### config.mk
export PLATFORM = sky130hd
export DESIGN_NAME = kmc_dmux_seq
export DESIGN_NICKNAME = d
export VERILOG_FILES = /design/src/rtl/kmc_dmux_seq.sv
export SDC_FILE = /design/constraint.sdc
export NUM_CORES = 1
export LEC_CHECK = 0
export CAP_MARGIN = 20
export CORE_AREA = 4 4 109 111
export CTS_CLUSTER_DIAMETER = 50
export CTS_CLUSTER_SIZE = 16
export DETAILED_ROUTE_END_ITERATION = 8
export DIE_AREA = 0 0 113 115
export GPL_TIMING_DRIVEN = 1
export PLACE_DENSITY_LB_ADDON = 0.2
export SYNTH_ARGS = -nofsm -noshare
export SYNTH_HDL_FRONTEND = slang
export SYNTH_SLANG_ARGS = --single-unit
### constraint.sdc
create_clock -name clk -period 4.29 [get_ports clk]
set_clock_uncertainty 0.1 [all_clocks]
set_input_delay 1.287 -clock clk [delete_from_list [all_inputs] [get_ports clk]]
set_output_delay 1.287 -clock clk [all_outputs]
set_load 0.005 [all_outputs]
### src/rtl/kmc_dmux_seq.sv
// rtl/kmc_dmux_seq.sv - sequenced source/immediate data multiplexor with lane extract and handshaked result
module kmc_dmux_seq #(
    parameter int              NSRC     = 16,
    parameter int              SRCW     = 16,
    parameter int              DW       = 8,
    parameter int              LAT      = 2,
    parameter logic [NSRC-1:0] SLOWMASK = '0,
    localparam int             SELW     = $clog2(NSRC) + 1,
    localparam int             NLANE    = SRCW / DW,
    localparam int             LANEW    = (NLANE > 1) ? $clog2(NLANE) : 1
) (
    input  logic                 clk,
    input  logic                 rst_n,
    input  logic [NSRC*SRCW-1:0] srcData,
    input  logic                 req,
    input  logic                 immSel,
    input  logic [SELW-1:0]      sel,
    input  logic [LANEW-1:0]     lane,
    input  logic [DW-1:0]        imm,
    input  logic                 ack,
    input  logic                 errClr,
    output logic                 ready,
    output logic                 valid,
    output logic [DW-1:0]        data,
    output logic                 err
);

    typedef enum logic [1:0] {S_IDLE, S_WAIT, S_HOLD} state_t;

    state_t           r_state, w_state_nx;
    logic [SELW-1:0]  r_sel, w_msel;
    logic [LANEW-1:0] r_lane, w_mlane;
    logic [3:0]       r_cnt, w_cnt_nx;
    logic [DW-1:0]    r_data, w_data_nx, w_lane_data;
    logic [SRCW-1:0]  w_word;
    logic             r_valid, w_valid_nx;
    logic             r_err, w_err_set;
    logic             w_in_range, w_slow, w_capture;

    // In IDLE the live request picks the source; in WAIT the captured one does.
    assign w_msel  = (r_state == S_IDLE) ? sel  : r_sel;
    assign w_mlane = (r_state == S_IDLE) ? lane : r_lane;

    always_comb begin
        w_word     = '0;
        w_in_range = 1'b0;
        w_slow     = 1'b0;
        for (int i = 0; i < NSRC; i++) begin
            if (w_msel == SELW'(i)) begin
                w_word     = srcData[i*SRCW +: SRCW];
                w_in_range = 1'b1;
                w_slow     = SLOWMASK[i];
            end
        end
    end

    always_comb begin
        w_lane_data = '0;
        for (int j = 0; j < NLANE; j++) begin
            if (w_mlane == LANEW'(j))
                w_lane_data = w_word[j*DW +: DW];
        end
    end

    always_comb begin
        w_state_nx = r_state;
        w_cnt_nx   = r_cnt;
        w_data_nx  = r_data;
        w_valid_nx = r_valid;
        w_err_set  = 1'b0;
        w_capture  = 1'b0;
        case (r_state)
            S_IDLE: begin
                if (req) begin
                    w_capture = 1'b1;
                    if (immSel) begin
                        w_data_nx  = imm;
                        w_valid_nx = 1'b1;
                        w_state_nx = S_HOLD;
                    end else if (!w_in_range) begin
                        w_data_nx  = '0;
                        w_valid_nx = 1'b1;
                        w_err_set  = 1'b1;
                        w_state_nx = S_HOLD;
                    end else if (w_slow) begin
                        w_cnt_nx   = 4'(LAT - 1);
                        w_state_nx = S_WAIT;
                    end else begin
                        w_data_nx  = w_lane_data;
                        w_valid_nx = 1'b1;
                        w_state_nx = S_HOLD;
                    end
                end
            end
            S_WAIT: begin
                if (r_cnt == 4'd0) begin
                    w_data_nx  = w_lane_data;
                    w_valid_nx = 1'b1;
                    w_state_nx = S_HOLD;
                end else begin
                    w_cnt_nx = r_cnt - 4'd1;
                end
            end
            S_HOLD: begin
                if (ack) begin
                    w_valid_nx = 1'b0;
                    w_state_nx = S_IDLE;
                end
            end
            default: w_state_nx = S_IDLE;
        endcase
    end

    always_ff @(posedge clk or negedge rst_n) begin
        if (!rst_n) begin
            r_state <= S_IDLE;
            r_cnt   <= '0;
            r_data  <= '0;
            r_valid <= 1'b0;
            r_err   <= 1'b0;
            r_sel   <= '0;
            r_lane  <= '0;
        end else begin
            r_state <= w_state_nx;
            r_cnt   <= w_cnt_nx;
            r_data  <= w_data_nx;
            r_valid <= w_valid_nx;
            if (w_capture) begin
                r_sel  <= sel;
                r_lane <= lane;
            end
            // A new out-of-range accept outranks a simultaneous clear.
            if (w_err_set)
                r_err <= 1'b1;
            else if (errClr)
                r_err <= 1'b0;
        end
    end

    assign ready = (r_state == S_IDLE);
    assign valid = r_valid;
    assign data  = r_data;
    assign err   = r_err;

endmodule

-- Yosys cells after proc, flatten, opt, wreduce, memory -nomap -nowiden
Index checks and enable logic that the tools add are counted.
- output and inout port bits: 11
- bits in registers: 22
- input bits: 276
- logic and storage cells: 95
- equal/unequal tests: 20
- add/sub/neg operators: 1
- muxes and demuxes: 56
- bitwise operators: 1
- reductions and logical operators: 10
- operators by type and width (cell ; number):
    $mux 16 ; 16
    $eq 5x4->1 const B ; 8
    $mux 8 ; 5
    $mux 1 ; 28
    $eq 5x3->1 const B ; 4
    $pmux 8 s2 ; 1
    $eq 5x2->1 const B ; 2
    $mux 2 ; 3
    $ne 2x2->1 const B ; 3
    $pmux 2 s3 ; 1
    $reduce_and 3->1 ; 2
    $eq 5x1->1 const B ; 1
    $logic_not 5->1 ; 1
    $mux 5 ; 1
    $logic_not 4->1 ; 1
    $reduce_and 4->1 ; 1
    $reduce_bool 2->1 ; 2
    $sub 4x1->4 const B ; 1
    $pmux 1 s3 ; 1
    $reduce_bool 3->1 ; 1
    $eq 2x1->1 const B ; 1
    $eq 2x2->1 const B ; 1
    $logic_not 2->1 ; 1
    $reduce_and 2->1 ; 1
    $not 1->1 ; 1

-- Depth between registers and ports, before layout
- word-level depth: 24
- mapped depth: 11
- mapped depth without buffers: 7

-- Least setup slack after synthesis
No wires, ideal clock.
- kind: in2reg
- from: input sel[0]
- to: register r_data[5], in the netlist data[5]
- path buffers: 3
- arrival: 2.968 ns
- cell stages on the path: 9
- setup slack: 1.096 ns
- setup time: 0.126 ns
- data required time: 4.064 ns
- cells stage by stage: buf_6 > or4_1 > buf_2 > a22o_4 > buf_4 > o21ai_2 > nor3_1 > a211oi_1 > o21ai_1
- cells in the longest elaborated chain, start to end: 23
- elaborated cells between the ends (all ways): 55
- those cells by class: eq/ne (15); mux (39); reduce/logical (1)
- ends and longest elaborated chain (item ; RTL line ; source):
    start: declaration ; 17 ; input logic [SELW-1:0] sel,
    $mux 5 * ; 41 ; assign w_msel = (r_state == S_IDLE) ? sel : r_sel;
    $logic_not 5->1 ; 49 ; if (w_msel == SELW'(i)) begin
    $mux 16 (16 in series) ; 49 ;
    $mux 8 ; 60 ; if (w_mlane == LANEW'(j))
    $mux 8 ; 80 ; end else if (!w_in_range) begin
    $mux 8 ; 76 ; if (immSel) begin
    $mux 8 ; 74 ; if (req) begin
    $pmux 8 s2 * ; 72 ; case (r_state)
    end signal: assignment ; 126 ; r_data <= w_data_nx;
    end: declaration ; 34 ; logic [DW-1:0] r_data, w_data_nx, w_lane_data;
Mark *: on every way between the ends. The rest lies on a longest branch, timed or not. The select of a mux whose other input is x is not followed.
A chain may end at the register's enable or synchronous reset.

-- Worst setup path in the final report
- from: input sel[1]
- to: register r_data[2], in the netlist data[2]
Same word-level chain as after synthesis.

==> results.py <==
metrics = {
    "finish": {
        "antenna_cells": 0,
        "layout_common_cells": "clkdlybuf4s50_1 (286), nand2_1 (80), a21oi_1 (62), o21ai_0 (45), buf_4 (35)",
        "syn2layout_area_growth_pct": 79.5,
        "layout_commonest_cell": "clkdlybuf4s50_1",
        "final_nets": 1106,
        "multi_input_comb_area_um2": 3100,
        "seqCellArea_um2": 400,
        "drive_above_1_share": 0.0857,
        "num-fill-cells": 933,
    },
    "synth": {
        "synth-edff-count": 0,
        "synth_area_per_cell_um2": 6.92,
        "syn-instance-count": 554,
        "synthArstFlopShare": 1.00,
        "syn_area_um2": 3830,
        "yosysSeqAreaShare": 0.104,
        "synth.distinct_cells": 73,
        "ys_seq_elements": 16,
        "yosys_most_used_dff": "dfrtp_1",
        "synth_top_cell_by_area": "dfrtp_1",
        "yosys_warnings": 0,
        "synth.top_cell.area_share": 0.104,
        "synthTopCellsByArea": "dfrtp_1 (10%), a21oi_1 (8.1%), nand2_1 (7.8%)",
        "synth_nets": 830,
    },
    "cts": {
        "hold_buffers": 0,
        "post_cts_resized": 0,
        "cts_buffer_depth": 2,
        "cts_buffers": 3,
        "tritoncts": "built",
        "postCtsSetupBuffers": 0,
        "htree_num_levels": 1,
        "cts.sinks": 16,
        "clkTransAtPathRegs_ns": 0.07,
        "clkLatencyLatePin_ns": 0.25,
        "clockRootBuffer": "clkbuf_8",
    },
    "place": {
        "place_congestion": 1.06,
        "dp.final_hpwl_um": 20600,
        "pre_cts_slack_ns": 0.0591,
        "portBuffers": 286,
    },
    "timing": {
        "hold_viol": 0,
        "timing.fmax_mhz": 245,
        "fin_crit_ns": 4.09,
        "rsz0062_at_grt": "no",
        "slew_headroom": 0.448,
        "finalCritPeriodShare": 0.952,
        "finalSetupViolCount": 0,
        "setup_ws_ns": 0.205,
        "final_max_slew_viol_count": 0,
        "tns_ns": 0,
        "tightestPinTransition_ns": 0.828,
    },
    "die": {
        "die_w_um": 113,
        "num_rows": 38,
        "ios": 287,
        "die_area_um2": 13000,
        "core_um2": 10800,
        "die_h_um": 115,
        "initial_core_util": 0.355,
    },
    "drt": {
        "drtAntennaViolNets": 0,
        "wl_per_cell_um": 26.0,
        "vias": 6397,
        "vias_per_cell": 6.61,
        "wl_um": 25200,
        "route.detailed.drc": 0,
        "drt_first_pass_iters": 6,
        "drtIter0Drc": 748,
    },
    "power": {
        "power_frac_seq": 0.169,
        "p_sw_mw": 0.695,
        "p_leak_nw": 2.47,
        "combPwrFrac": 0.750,
        "p_sw_frac": 0.467,
        "max-vdd-ir-drop_mv": 0.178,
        "clockPowerShare": 0.081,
        "internal_power_mw": 0.792,
        "power.density_nw_per_um2": 216,
    },
    "worst_setup_path": {
        "cpMostUsedCell": "o21ai_0",
        "crit_chain": "clkdlybuf4s50_1 > buf_4 > nor4b_2 > o21ai_0 > a221oi_1 > o22ai_1 > nand3_1 > o21ai_0 > a211oi_1",
        "critPathKind": "primary input to flop",
        "crit_buf_inv": 2,
        "end_kind": "flop",
        "worstPathRequired_ns": 4.35,
        "worstPathMaxFanout": 8,
        "critPathTopFamily": "compound AO/OA/AOI/OAI gates",
        "critPathArrivalTime_ns": 4.15,
        "slowest_delay_ns": 0.65,
        "cp_slowest_cell": "nor4b_2",
        "worstSetupStartpointType": "primary input",
    },
    "global_route": {
        "grt_pass1_wl_um": 36700,
        "overflow": 0,
        "grt.total_usage": 0.359,
        "grt_pass1_vias": 6343,
        "antenna_found_initial": 0,
        "grt_max_degree": 25,
    },
    "hold_path": {
        "min_path_type": "flop to flop",
    },
    "outcome": {
        "status": "finished clean",
    },
    "run": {
        "maxCapViolations": 0,
    },
}
==> metrics by stage <==
stage | hold WS, ns | cells | util | total power, mW | area (µm²)
detailed placement | 0.412 | 965 | 0.634 | 1.33 | 6840
global placement | 0.401 | 965 | 0.634 | 1.33 | 6840
finish | 0.443 | 968 | 0.638 | 1.49 | 6880
CTS | 0.430 | 968 | 0.638 | 1.45 | 6880
floorplan | 0.381 | 554 | - | 0.774 | 3830
global route | 0.468 | 968 | 0.638 | 1.55 | 6880
==> routing by layer <==
metal  up-vias  GRT usage  wire length [µm]
met3        98     0.0684              3120
met2       602      0.570             11000
met5         -          0                 0
met4         0      0.143              1210
met1      2934      0.481              9820
li1       2763          -                 -
==> cells by family (layout without fill, tap and decap cells) <==
logic type,after synthesis,after routing,synth area share
buf+inv,55,329,0.0868
mux,8,8,0.0232
simple gates,197,197,0.265
flops,16,16,0.104
compound gates,278,278,0.521
==> Yosys cell counts, drive strengths merged, types with 15 or more instances <==
cell type and n:
nor2 33, dfrtp 16, a22oi 21, o21ai 53
nor3 19, a21oi 62, o22ai 27, nand2 82
buf 39, nand3 15, a221oi 18
==> layout make-up <==
type / count / share of cell area
Multi-Input combinational cell: 483 / 0.451
Tap cell: 140 / 0.0255
Timing Repair Buffer: 322 / 0.457
Inverter: 4 / 0.00218
Clock buffer: 3 / 0.00600
Sequential cell: 16 / 0.0582
==> sequential cells by signal, indices dropped and copies added (netlist names) <==
name,cells
r_sel,5
data,8
valid,1
err,1
r_lane,1
==> worst paths after layout <==
check                             startpoint                   to  slack, ns  depth (start not counted)
hold / removal               err$_DFFE_PN0P_      err$_DFFE_PN0P_       0.44                          2
setup / recovery                      sel[1]  data[2]$_DFFE_PN0P_       0.20                          9
max in group asynchronous              rst_n  data[0]$_DFFE_PN0P_       2.19                          1
hold reg to reg              err$_DFFE_PN0P_      err$_DFFE_PN0P_       0.44                          2
min in group asynchronous              rst_n      err$_DFFE_PN0P_       1.39                          1
setup reg to reg           valid$_DFFE_PN0P_  data[5]$_DFFE_PN0P_       0.81                          8
==> power by group through the flow <==
stage | sequential (mW) | clock [mW] | combinational, mW
final | 0.252 | 0.120 | 1.12
after global routing | 0.253 | 0.122 | 1.17
after CTS | 0.247 | 0.118 | 1.08
after detailed placement | 0.248 | 0 | 1.08
after global placement | 0.252 | 0 | 1.07
after floorplan | 0.214 | 0 | 0.560
==> worst min-delay path: stages, from the launching register on <==
cell and delay (ns):
dfrtp_1 0.37, inv_1 0.05, o32ai_1 0.07
(Power assumes the default switching activity.)
==> edit, RTL diff (config.mk and constraints unchanged) <==
Make the reset (`rst_n`) synchronous in one clocked block.
--- a/src/rtl/kmc_dmux_seq.sv
+++ b/src/rtl/kmc_dmux_seq.sv
@@ -111,7 +111,7 @@
         endcase
     end
 
-    always_ff @(posedge clk or negedge rst_n) begin
+    always_ff @(posedge clk) begin
         if (!rst_n) begin
             r_state <= S_IDLE;
             r_cnt   <= '0;
Function: differs if rst_n is asserted again (counterexample within 4 cycles, from zero or initial values and one cycle with rst_n low); with rst_n held inactive, the same outputs for 10 cycles.
==> edit against the original RTL <==
  * Count of clock-buffer cells in the layout is 1 higher
  * First-iteration DRC count rose by 47%
  * Power fell by 30%
  * Sequential share of layout area fell by 1.2 points
  * Sequential power down 25%
  * Worst setup slack worse by 0.15 ns
  * Critical endpoint is now data[1]$_SDFFE_PN0P_
  * Routed wire length is 6.2% higher
  * Sequential cell count is the same
  * Synthesized area shrank 3.4%
  * Critical path type unchanged
  * Design area rose by 1.8%
  * Global-route usage is 1.8 points higher
==> edit: results (changes against the original RTL) <==
| Stage | Metric | Reported | Delta |
|:---|:---|:---|:---|
| status | Result of the run | finished clean | unchanged |
| drt | Vias after detailed routing | 6415 | was 6397 |
| yosys | Top cells by area in the synthesized netlist | dfxtp_1 8.7%, o21ai_0 5.8%, o22ai_1 5.6% | was dfrtp_1 10%, a21oi_1 8.1%, nand2_1 7.8% |
| cts | Clock edge transition at the registers on the reported setup and hold paths | 0.08 ns |  |
| global routing | Global routing met3 resource utilization | 0.0747 | was 0.0684 |
| global routing | Met1 demand-to-capacity share in global routing | 0.509 | was 0.481 |
| global routing | Aggregate global-route resource usage | 0.377 | was 0.359 |
| global routing | First-pass GRT wire length | 37.7 mm | was 36.7 mm |
| finish | Share of final-layout standard cells stronger than drive strength 1 | 0.113 | was 0.0857 |
| cts | Root Driver | clkbuf_8 | unchanged |
| sta | Slew of the pin with the lowest slew margin | 0.779 ns | was 0.828 ns |
| worst setup path | Worst EP arrival | 4.27 ns | was 4.15 ns |
| finish | Area growth syn-to-layout | 89.3% | was 79.5% |
| place | Final weighted congestion in routability-driven placement | 1.05 | was 1.06 |
| cts | Count of instances resized after the clock tree is built | 0 | unchanged |
| yosys | Net count of the mapped netlist | 791 | was 830 |
| drt | Sum of routed wire length over all layers | 26.7 mm | was 25.2 mm |
| finish | NumNets Final | 1089 | was 1106 |
| place | Placement-stage worst setup slack | -0.0674 ns | was 0.0591 ns |
| drt | First drt pass iteration count | 9 | was 6 |
| yosys | Post-synthesis async set-or-reset flop share | 0 | was 1.00 |
| global routing | Largest net degree at the start of global routing | 44 | was 25 |
| global routing | Initial antenna violation count | 1 | was 0 |
| yosys | Most frequent cells after synthesis | 43 x o21ai_0, 39 x nand2_1, 39 x nor2_1 | was 80 x nand2_1, 62 x a21oi_1, 45 x o21ai_0 |
| global routing | Global routing met2 resource utilization | 0.624 | was 0.570 |
| finish | Non-Filler Instances | 953 | was 968 |
| place | Post-detail-place hpwl | 21.7 mm | was 20.6 mm |
| worst setup path | Critical-path maximum fanout | 9 | was 8 |
| yosys | Sequential cell area fraction in the yosys report | 0.0865 | was 0.104 |
| cts | Maximum number of buffers from clock root to sink | 2 | unchanged |
| global routing | Number of global-route vias before repair | 5934 | was 6343 |
| cts | Buffer count from post-CTS setup fixing | 0 | unchanged |
| min path | WHS Path Cells | 2 | unchanged |
| pwr | Worst IR drop on VDD | 0.193 mV | was 0.178 mV |
| pwr | Leak pwr | 2.49 nW | was 2.47 nW |
| yosys | Synth Instances | 515 | was 554 |
| yosys | Library cells used by synthesis | 79 | was 73 |
| drt | Violation count after the first detailed-routing iteration | 1097 | was 748 |
[edit: changes by cell type in the layout (fill, tap and decap cells not counted), sizes merged, moves of 8 or more]
cell / unedited run / this run
dfrtp: 16 / 0
o22ai: 27 / 37
a221o: 12 / 4
dfxtp: 0 / 16
buf: 36 / 54
a21boi: 1 / 9
a21oi: 62 / 33
a22oi: 21 / 30
nand3: 15 / 7
nand2: 82 / 40
[edit: area by class of cell]
cell class | count | area (um2)
fillers | 949 | 3780
repair buffers | 340 | 3320
multi-input cells | 445 | 3110
flip-flops and latches | 16 | 322
well taps | 140 | 175
clock buffers | 4 | 55.1
inverters | 7 | 26.3
diodes | 1 | 2.50
[edit: report_power, final]
group / leakage [nW] / total, mW / internal [mW] / switching, mW
registers: 0.132 / 0.188 / 0.161 / 0.0269
logic: 2.33 / 0.702 / 0.395 / 0.307
clock network: 0.0288 / 0.148 / 0.0819 / 0.0659
[edit: through the flow]
stage / setup TNS, ns / cell area, um2
2_1_floorplan: 0 / 3700
3_3_place_gp: -0.0879 / 6950
3_5_place_dp: -0.0674 / 6950
4_1_cts: 0 / 7010
5_1_grt: 0 / 7010
6_report: 0 / 7010
[edit: cells by family after synthesis]
kind of cell	synth area share
AND/OR/NAND/NOR	0.236
buffers and inverters	0.0737
AO/OA/AOI/OAI	0.578
flip-flops	0.0865
multiplexers	0.0253
[edit: worst paths after layout]
| kind | slack (ns) | from | to |
|---|---|---|---|
| max | 0.05 | sel[1] | data[1]$_SDFFE_PN0P_ |
| min | 0.40 | err$_SDFFE_PN0P_ | err$_SDFFE_PN0P_ |
| max reg2reg | 0.84 | valid$_SDFFE_PN0P_ | data[1]$_SDFFE_PN0P_ |
| min reg2reg | 0.40 | err$_SDFFE_PN0P_ | err$_SDFFE_PN0P_ |
[edit: critical path, stage by stage]
cell and delay, ns:
clkdlybuf4s50_1 0.56, buf_4 0.23, or4_1 0.58, a22oi_2 0.42
a221o_1 0.19, a2bb2oi_1 0.19, o21ai_1 0.17, a211o_1 0.29
a31oi_1 0.35
[edit: layer usage]
layer / up-vias / part of all wire
met3: 67 / 0.12
li1: 2741 / -
met4: 2 / 0.026
met1: 3018 / 0.39
met2: 587 / 0.46
met5: - / 0.00049
